File: config.mk
export PLATFORM = sky130hd
export DESIGN_NAME = ddr_request_arbiter
export DESIGN_NICKNAME = d
export VERILOG_FILES = /design/src/rtl/ddr_request_arbiter.sv
export SDC_FILE = /design/constraint.sdc
export NUM_CORES = 1
export LEC_CHECK = 0
export ABC_AREA = 0
export CAP_MARGIN = 15
export CORE_MARGIN = 8
export CORE_UTILIZATION = 30
export CTS_CLUSTER_DIAMETER = 100
export CTS_CLUSTER_SIZE = 25
export DETAILED_ROUTE_END_ITERATION = 12
export PLACE_DENSITY = 0.63
export SLEW_MARGIN = 10
export SYNTH_ARGS = -nofsm -noshare
export SYNTH_HDL_FRONTEND = slang
export SYNTH_SLANG_ARGS = --single-unit
File: constraint.sdc
create_clock -name clk133_p -period 2.4 [get_ports clk133_p]
set_input_delay 0.6 -clock clk133_p [delete_from_list [all_inputs] [get_ports clk133_p]]
set_output_delay 0.6 -clock clk133_p [all_outputs]
set_load 0.005 [all_outputs]
File: src/rtl/ddr_request_arbiter.sv
// Arbitrates the single DDR command sequencer between the video reader, the drawing-engine
// writer and periodic auto-refresh; one command is tracked from issue to completion.
module ddr_request_arbiter #(
    parameter int unsigned ADDR_W           = 24,
    parameter int unsigned REFRESH_INTERVAL = 1000,
    parameter int unsigned REFRESH_URGENT   = 4,
    parameter int unsigned STARVE_LIMIT     = 4
) (
    input  logic              clk133_p,
    input  logic              rst,
    input  logic              rd_req,
    input  logic [ADDR_W-1:0] rd_addr,
    output logic              rd_grant,
    output logic              rd_done,
    input  logic              wr_req,
    input  logic [ADDR_W-1:0] wr_addr,
    input  logic [31:0]       wr_data,
    output logic              wr_grant,
    output logic              wr_done,
    output logic              cmd_valid,
    output logic [1:0]        cmd_op,
    output logic [ADDR_W-1:0] cmd_addr,
    output logic [31:0]       cmd_wdata,
    input  logic              cmd_ready,
    input  logic              cmd_done,
    output logic [3:0]        refresh_debt,
    output logic              refresh_overflow
);

    localparam int unsigned CntW    = (REFRESH_INTERVAL > 1) ? $clog2(REFRESH_INTERVAL) : 1;
    localparam int unsigned StarveW = $clog2(STARVE_LIMIT + 1);

    localparam logic [CntW-1:0]    CntReload  = CntW'(REFRESH_INTERVAL - 1);
    localparam logic [StarveW-1:0] StarveMax  = StarveW'(STARVE_LIMIT);
    localparam logic [3:0]         DebtUrgent = 4'(REFRESH_URGENT);
    localparam logic [3:0]         DebtMax    = 4'd8;

    localparam logic [1:0] OpNone    = 2'b00;
    localparam logic [1:0] OpRead    = 2'b01;
    localparam logic [1:0] OpWrite   = 2'b10;
    localparam logic [1:0] OpRefresh = 2'b11;

    typedef enum logic [1:0] {StIdle, StIssue, StWaitDone} state_e;

    state_e              state_q, state_d;
    logic                cmd_valid_q, cmd_valid_d;
    logic [1:0]          cmd_op_q, cmd_op_d;
    logic [ADDR_W-1:0]   cmd_addr_q, cmd_addr_d;
    logic [31:0]         cmd_wdata_q, cmd_wdata_d;
    logic [1:0]          owner_q, owner_d;
    logic                rd_done_q, rd_done_d;
    logic                wr_done_q, wr_done_d;
    logic [StarveW-1:0]  starve_q, starve_d;
    logic [CntW-1:0]     cnt_q, cnt_d;
    logic [3:0]          debt_q, debt_d;
    logic                overflow_q, overflow_d;

    logic [1:0] winner_op;
    logic       accept;
    logic       rd_accept, wr_accept, ref_accept;
    logic       credit;

    // Fixed priority; the first matching rule wins.
    always_comb begin
        winner_op = OpNone;
        if (debt_q >= DebtUrgent) begin
            winner_op = OpRefresh;
        end else if (wr_req && (starve_q >= StarveMax)) begin
            winner_op = OpWrite;
        end else if (rd_req) begin
            winner_op = OpRead;
        end else if (wr_req) begin
            winner_op = OpWrite;
        end else if (debt_q != 4'd0) begin
            winner_op = OpRefresh;
        end
    end

    assign accept     = (state_q == StIssue) && cmd_valid_q && cmd_ready;
    assign rd_accept  = accept && (owner_q == OpRead);
    assign wr_accept  = accept && (owner_q == OpWrite);
    assign ref_accept = accept && (owner_q == OpRefresh);

    always_ff @(posedge clk133_p) begin
        if (rst) begin
            state_q     <= StIdle;
            cmd_valid_q <= 1'b0;
            cmd_op_q    <= OpNone;
            cmd_addr_q  <= '0;
            cmd_wdata_q <= '0;
            owner_q     <= OpNone;
            rd_done_q   <= 1'b0;
            wr_done_q   <= 1'b0;
            starve_q    <= '0;
            cnt_q       <= CntReload;
            debt_q      <= 4'd0;
            overflow_q  <= 1'b0;
        end else begin
            state_q     <= state_d;
            cmd_valid_q <= cmd_valid_d;
            cmd_op_q    <= cmd_op_d;
            cmd_addr_q  <= cmd_addr_d;
            cmd_wdata_q <= cmd_wdata_d;
            owner_q     <= owner_d;
            rd_done_q   <= rd_done_d;
            wr_done_q   <= wr_done_d;
            starve_q    <= starve_d;
            cnt_q       <= cnt_d;
            debt_q      <= debt_d;
            overflow_q  <= overflow_d;
        end
    end

    always_comb begin
        state_d = state_q;
        case (state_q)
            StIdle:     if (winner_op != OpNone) state_d = StIssue;
            StIssue:    if (cmd_ready) state_d = StWaitDone;
            StWaitDone: if (cmd_done) state_d = StIdle;
            default:    state_d = StIdle;
        endcase
    end

    always_comb begin
        cmd_valid_d = cmd_valid_q;
        cmd_op_d    = cmd_op_q;
        cmd_addr_d  = cmd_addr_q;
        cmd_wdata_d = cmd_wdata_q;
        owner_d     = owner_q;
        rd_done_d   = 1'b0;
        wr_done_d   = 1'b0;
        case (state_q)
            StIdle: begin
                if (winner_op != OpNone) begin
                    cmd_valid_d = 1'b1;
                    cmd_op_d    = winner_op;
                    owner_d     = winner_op;
                    cmd_addr_d  = (winner_op == OpRead)  ? rd_addr :
                                  (winner_op == OpWrite) ? wr_addr : '0;
                    cmd_wdata_d = (winner_op == OpWrite) ? wr_data : '0;
                end
            end
            StIssue: begin
                if (cmd_ready) begin
                    cmd_valid_d = 1'b0;
                    cmd_op_d    = OpNone;
                    cmd_addr_d  = '0;
                    cmd_wdata_d = '0;
                end
            end
            StWaitDone: begin
                if (cmd_done) begin
                    rd_done_d = (owner_q == OpRead);
                    wr_done_d = (owner_q == OpWrite);
                end
            end
            default: ;
        endcase
    end

    // Writer starvation tracking and the refresh credit/debt bookkeeping.
    always_comb begin
        starve_d = starve_q;
        if (!wr_req || wr_accept) begin
            starve_d = '0;
        end else if (rd_accept && (starve_q != StarveMax)) begin
            starve_d = starve_q + 1'b1;
        end

        credit     = (cnt_q == '0);
        cnt_d      = credit ? CntReload : cnt_q - 1'b1;
        debt_d     = debt_q;
        overflow_d = overflow_q;
        if (credit && !ref_accept) begin
            if (debt_q == DebtMax) begin
                overflow_d = 1'b1;
            end else begin
                debt_d = debt_q + 4'd1;
            end
        end else if (ref_accept && !credit) begin
            debt_d = debt_q - 4'd1;
        end
    end

    // Grants are suppressed while rst is high so a reset in ISSUE never leaks a pulse.
    assign rd_grant         = rd_accept && !rst;
    assign wr_grant         = wr_accept && !rst;
    assign rd_done          = rd_done_q;
    assign wr_done          = wr_done_q;
    assign cmd_valid        = cmd_valid_q;
    assign cmd_op           = cmd_op_q;
    assign cmd_addr         = cmd_addr_q;
    assign cmd_wdata        = cmd_wdata_q;
    assign refresh_debt     = debt_q;
    assign refresh_overflow = overflow_q;

endmodule

==> flow_metrics.env, run 1 <==
export IMPL_synth_top_area_share_pct=47.4
export IMPL_combined_global_route_utilization_of_all_metal_layers_pct=13.3
export IMPL_cts_root_buffer_cell="clkbuf_16"
export IMPL_h_tree_depth=3
export IMPL_slew_limit_headroom_pct=65.0
export IMPL_startpoint="wr_req"
export IMPL_route_detailed_drc=0
export IMPL_yosysWarnings=0
export IMPL_netlist_top_cell_by_area="dfxtp_1"
export IMPL_preCtsSetupSlack_ns=-0.405
export IMPL_chipWidth_um=124
export IMPL_antenna_left=0
export IMPL_antenna_diode_count=0
export IMPL_async_flop_share_pct=0
export IMPL_worst_endpoint_required_ns=2.66
export IMPL_post_route_min_period_ns=2.22
export IMPL_clock_insertion_delay_worst_skew_ns=0.33
export IMPL_fraction_of_synthesized_cell_area_in_xor_and_xnor_cells_pct=2.75
export IMPL_route_detailed_wl_per_inst_um=16.3
export IMPL_register_area_um2=1660
export IMPL_max_clock_path_buffers=2
export IMPL_netlist_top_cells_area="dfxtp_1, a22oi_1, o2bb2ai_2"
export IMPL_reg2regPathDepth=9
export IMPL_ys_dominant_reg_cell="dfxtp_1"
export IMPL_number_of_setup_violations_in_the_final_report=0
export IMPL_dieArea_um2=15400
export IMPL_synth_area_mux_share_pct=1.25
export IMPL_initial_antenna_violation_count=0
export IMPL_post_synthesis_adder_cell_area_fraction_pct=2.71
export IMPL_critPathCaptureType="flop"
export IMPL_p_leak_nw=2.05
export IMPL_mostFrequentLayoutCells="clkdlybuf4s50_1, dfxtp_1, a22oi_1, nor2_1, o2bb2ai_2"
export IMPL_final_fill_count=1082
export IMPL_mappedNetlistNets=444
export IMPL_area_of_the_multi_input_gates_um2=1650
export IMPL_max_vdd_ir_drop_mv=0.271
export IMPL_grt_max_degree=52
export IMPL_synth_top_family_by_area="compound AO/OA/AOI/OAI gates"
export IMPL_min_delay_path_class="reg -> reg"
export IMPL_slew_viol_final=0
export IMPL_synth_edff_count=0
export IMPL_r2r_end="refresh_debt[3]$_SDFFE_PP0P_"
export IMPL_dr_first_iter_drc_count=174
export IMPL_synth_ff_latch_count=83
export IMPL_post_synthesis_compound_gate_area_fraction_pct=26.3
export IMPL_slew_at_the_pin_closest_to_its_max_slew_limit_ns=0.525
export IMPL_ioPinCount=154
export IMPL_post_place_cells=639
export IMPL_final_common_cell="clkdlybuf4s50_1"
export IMPL_worst_r2r_setup_slack_ns=0.27
export IMPL_drive_gt1_share_pct=12.3
export IMPL_clk_pin_slew_ns=0.06
export IMPL_grt_pass1_wl_mm=16.2
export IMPL_core_area_um2=11400
export IMPL_drtPass1Iterations=4
export IMPL_via_count=3163
export IMPL_area_growth_synth_to_final_pct=58.6
export IMPL_core_rowCount=39
export IMPL_chipHeight_um=124
export IMPL_globalRouteOverflowTotal=0
export IMPL_pwr_density_cell_nw_per_um2=628
export IMPL_path_type_of_the_worst_setup_path="in -> reg"
export IMPL_run_status="completed"
export IMPL_detailed_place_hpwl_mm=8.24
export IMPL_achievable_frequency_mhz=451
export IMPL_route_final_wire_length_mm=10.7
export IMPL_worstPathArrival_ns=2.47
export IMPL_synthesis_instances=351
export IMPL_grt_pass1_vias=3268
export IMPL_worst_hold_launch="cnt_q[0]$_SDFF_PP1_"
export IMPL_holdWs_ns=0.414
export IMPL_synth_seq_area_share_pct=47.4
export IMPL_tritoncts="built"
export IMPL_maxCapViolCount=0
export IMPL_numCtsBuffers=9
export IMPL_clock_sink_count=83
export IMPL_final_critical_path_setup_slack_ns=0.183
export IMPL_start_util_pct=30.7
export IMPL_synthSimpleGateAreaFrac_pct=14.1
export IMPL_clock_skew_final_ns=0.00867
export IMPL_synth_cell_area_um2=3510
export IMPL_setup_worst_path_start_class="input pin"
export IMPL_vias_per_cell=4.83
export IMPL_port_buffers=153
export IMPL_setup_total_negative_slack_ns=0
export IMPL_critical_path_max_fanout=24
export IMPL_timing_hold_violations_final=0
export IMPL_regToRegStartpoint="cnt_q[6]$_SDFF_PP1_"
export IMPL_final_period_utilization_pct=92.4
export IMPL_timing_hold_worst_path_depth=1
export IMPL_globalplace_congestion=0.777
export IMPL_syn_area_per_cell_um2=9.99
export IMPL_final_cell_count_no_fill=655
export IMPL_num_nets_final=600
export IMPL_grt_setup_unrepaired="false"
export IMPL_hold_end="cnt_q[0]$_SDFF_PP1_"
export IMPL_synth_distinct_cells=41
layout make-up:
| cell class | count | share of cell area [%] |
|---|---|---|
| Timing Repair Buffer | 172 | 30.7 |
| Sequential cell | 83 | 29.9 |
| Multi-Input combinational cell | 233 | 29.7 |
| Clock buffer | 11 | 4.36 |
| Tap cell | 143 | 3.22 |
| Clock inverter | 5 | 1.53 |
| Inverter | 8 | 0.540 |
per-stage QoR:
step                      total power [mW]  area (µm²)  utilization, %
after floorplan                       1.73        3510               -
after global placement                2.03        5230            45.8
after detailed placement              2.04        5230            45.8
after CTS                             3.56        5560            48.7
after global routing                  3.66        5560            48.7
final                                 3.49        5560            48.7
Yosys cell counts, drive strengths merged (5+ instances only):
master   number
ha            6
nor3          9
dfxtp        83
nor2         52
buf          13
a21oi         9
inv           8
xnor2         6
a22oi        56
nand2        16
clkbuf       14
o2bb2ai      24
xor2          5
nand2b        6
routing by layer:
metal	wire (µm)	up-vias	GRT usage, %
met1	4450	1446	14.5
met2	4950	124	22.7
met4	195	0	6.62
li1	-	1579	-
met3	1080	14	4.35
met5	0	-	0
cells by family after synthesis:
| family | count (synthesis) |
|---|---|
| and+or+nand+nor | 106 |
| AOI/OAI and AO/OA | 105 |
| DFF | 83 |
| buffers and inverters | 35 |
| xor gates and xnor gates | 11 |
| adders and majority gates | 7 |
| muxes | 4 |
worst max path at each step:
stage,end,slack (ns),cells after the start
2_1_floorplan,refresh_debt[3]$_SDFFE_PP0P_,0.07,9
3_3_place_gp,wr_grant,-0.34,5
3_5_place_dp,refresh_debt[3]$_SDFFE_PP0P_,-0.40,10
4_1_cts,cmd_wdata[11]$_SDFFE_PP0P_,0.13,7
5_1_grt,refresh_debt[3]$_SDFFE_PP0P_,0.05,10
6_report,cmd_addr[2]$_SDFFE_PP0P_,0.18,7
state kept, by name, indices dropped and copies added, names as in the netlist:
signal	count
cmd_wdata	32
refresh_debt	4
rd_done	1
starve_q	3
cnt_q	10
cmd_addr	24
state_q	2
owner_q	2
wr_done	1
cmd_valid	1
cmd_op	2
refresh_overflow	1
timing repair:
item                                    CTS  global route
resized for setup                         5             1
buffers inserted                          0             0
endpoints found under the setup margin    3             1
hold buffers                              0             0
critical path, cell delays in order:
cell and delay, ns:
clkdlybuf4s50_1 0.50, or3_1 0.38, o41ai_2 0.26, a21o_1 0.20
and2b_1 0.19, buf_12 0.20, o2bb2ai_1 0.13
power breakdown:
part	total (mW)	leakage, nW	internal (mW)	switching [mW]
Sequential	1.48	0.676	1.44	0.0397
Combinational	0.522	1.22	0.307	0.215
Clock	1.49	0.162	0.947	0.547
Total	3.49	2.05	2.69	0.801
(Power assumes the default switching activity.)
==> run 2, diff against run 1 <==
- SLEW_MARGIN: 10 -> not set
==> results of run 2 <==
Final layout, timing and power as in run 1 (identical DEF).
==> run 3, diff against run 2 <==
- CORE_UTILIZATION: 30 -> 25
- PLACE_DENSITY: 0.63 -> 0.54
- REMOVE_ABC_BUFFERS: not set -> 1
==> run 3 against run 2 <==
  * Core utilization is 7.7 points lower
  * Critical endpoint is now refresh_debt[3]$_SDFFE_PP0P_
  * Highest routed layer is now met5
  * Clock power hardly changed
  * Non-clock buffer count is 1 higher
  * Worst setup slack better by 0.11 ns
  * Hold slack better by 0.0011 ns
  * Register-to-register slack better by 0.02 ns
  * Maximum frequency is 5.3% higher
  * Via count is 1.5% higher
  * Sequential share of layout area is 0.46 points lower
  * Critical path depth is 2 higher
  * Global-route usage is 1.0 points lower
==> flow_metrics.env, run 3 (same netlist as run 1, synthesis figures left out) <==
export IMPL_tritoncts="built"
export IMPL_p_leak_nw=2.09
export IMPL_h_tree_depth=3
export IMPL_route_detailed_drc=0
export IMPL_route_detailed_wl_per_inst_um=16.1
export IMPL_chipHeight_um=134
export IMPL_dr_first_iter_drc_count=127
export IMPL_slew_limit_headroom_pct=75.4
export IMPL_slew_viol_final=0
export IMPL_area_growth_synth_to_final_pct=61.1
export IMPL_setup_worst_path_start_class="flop"
export IMPL_route_final_wire_length_mm=11.1
export IMPL_final_cell_count_no_fill=693
export IMPL_post_place_cells=675
export IMPL_clock_insertion_delay_worst_skew_ns=0.34
export IMPL_numCtsBuffers=9
export IMPL_start_util_pct=25.5
export IMPL_final_cell_area_um2=5650
export IMPL_via_count=3211
export IMPL_run_status="completed"
export IMPL_grt_max_degree=52
export IMPL_globalplace_congestion=0.773
export IMPL_path_type_of_the_worst_setup_path="reg -> reg"
export IMPL_core_rowCount=43
export IMPL_achievable_frequency_mhz=475
export IMPL_placed_cell_area_um2=5300
export IMPL_grt_setup_unrepaired="false"
export IMPL_worst_hold_launch="cnt_q[0]$_SDFF_PP1_"
export IMPL_drive_gt1_share_pct=13.5
export IMPL_ioPinCount=154
export IMPL_reg2regPathDepth=9
export IMPL_preCtsSetupSlack_ns=-0.387
export IMPL_port_buffers=153
export IMPL_r2r_end="refresh_debt[3]$_SDFFE_PP0P_"
export IMPL_post_route_min_period_ns=2.11
export IMPL_detailed_place_hpwl_mm=8.28
export IMPL_final_common_cell="clkdlybuf4s50_1"
export IMPL_antenna_diode_count=0
export IMPL_grt_pass1_vias=3356
export IMPL_clk_pin_slew_ns=0.06
export IMPL_clock_sink_count=83
export IMPL_worstPathArrival_ns=2.32
export IMPL_max_clock_path_buffers=2
export IMPL_hold_end="cnt_q[0]$_SDFF_PP1_"
export IMPL_drtPass1Iterations=4
export IMPL_num_nets_final=601
export IMPL_critical_path_max_fanout=5
export IMPL_timing_hold_violations_final=0
export IMPL_combined_global_route_utilization_of_all_metal_layers_pct=12.3
export IMPL_worst_r2r_setup_slack_ns=0.29
export IMPL_grt_pass1_wl_mm=17.7
export IMPL_final_critical_path_setup_slack_ns=0.295
export IMPL_pwr_density_cell_nw_per_um2=625
export IMPL_clock_skew_final_ns=0.00809
export IMPL_critPathCaptureType="flop"
export IMPL_dieArea_um2=18100
export IMPL_slew_at_the_pin_closest_to_its_max_slew_limit_ns=0.364
export IMPL_max_vdd_ir_drop_mv=0.317
export IMPL_number_of_setup_violations_in_the_final_report=0
export IMPL_antenna_left=0
export IMPL_core_area_um2=13800
export IMPL_cts_root_buffer_cell="clkbuf_16"
export IMPL_setup_total_negative_slack_ns=0
export IMPL_mostFrequentLayoutCells="clkdlybuf4s50_1, dfxtp_1, a22oi_1, nor2_1, o2bb2ai_2"
export IMPL_timing_hold_worst_path_depth=1
export IMPL_min_delay_path_class="reg -> reg"
export IMPL_worst_endpoint_required_ns=2.61
export IMPL_globalRouteOverflowTotal=0
export IMPL_initial_antenna_violation_count=1
export IMPL_chipWidth_um=134
export IMPL_maxCapViolCount=0
export IMPL_final_period_utilization_pct=87.7
export IMPL_regToRegStartpoint="cnt_q[3]$_SDFF_PP0_"
export IMPL_largest_reg_flops=32
export IMPL_vias_per_cell=4.63
## run 3: per-layer routing
metal / wire length (µm) / vias to the layer above / global-route usage [%]
li1: - / 1587 / -
met1: 4830 / 1477 / 14.1
met2: 4920 / 129 / 19.4
met3: 1200 / 16 / 5.39
met4: 175 / 2 / 5.18
met5: 13 / - / 0
## run 3: worst max-delay path: stages (launching register included)
cell      delay, ns
dfxtp_1        0.33
nor3_2         0.32
nand4_1        0.19
nand2b_4       0.18
ha_1           0.26
a21o_1         0.20
a21oi_2        0.19
nor2_1         0.06
mux2i_1        0.14
o211ai_1       0.10
## run 3: what timing repair did
item / CTS / global route
endpoints found under the setup margin: 3 / 4
hold endpoints to repair: 0 / 0
buffers inserted: 1 / 1
hold buffers: 0 / 0
resized for setup: 5 / 6
cloned: 0 / 0
pin swaps: 2 / 2
## run 3: layout make-up
cell class / instances / area (µm²)
clock inverters: 5 / 75.1
repair buffers: 173 / 1730
fillers: 1349 / 8120
clock buffers: 11 / 253
inverters: 8 / 30.0
multi-input cells: 233 / 1670
flip-flops and latches: 83 / 1660
well taps: 180 / 225
## run 3: how the worst max path moves through the flow
stage	from	endpoint	slack [ns]	depth (start not counted)
after floorplan	wr_req	cmd_addr[0]$_SDFFE_PP0P_	-0.45	5
after global placement	cmd_ready	refresh_debt[3]$_SDFFE_PP0P_	-0.37	10
after detailed placement	cmd_ready	refresh_debt[3]$_SDFFE_PP0P_	-0.39	10
after CTS	cmd_ready	wr_grant	0.008	5
after global routing	cnt_q[3]$_SDFF_PP0_	refresh_debt[3]$_SDFFE_PP0P_	0.10	9
final	cnt_q[3]$_SDFF_PP0_	refresh_debt[3]$_SDFFE_PP0P_	0.29	9
## run 3: where the power goes
| part | switching [mW] | leakage (nW) | internal (mW) |
|---|---|---|---|
| sequential | 0.0397 | 0.676 | 1.44 |
| combinational | 0.222 | 1.25 | 0.313 |
| clock | 0.554 | 0.165 | 0.963 |
| total | 0.816 | 2.09 | 2.71 |
## run 3: metrics by stage
step,hold slack [ns],util (%),power [mW]
6_report,0.415,41.0,3.53
5_1_grt,0.452,41.0,3.71
4_1_cts,0.420,40.9,3.59
3_5_place_dp,0.400,38.4,2.05
3_3_place_gp,0.397,38.4,2.05
2_1_floorplan,0.384,-,1.69
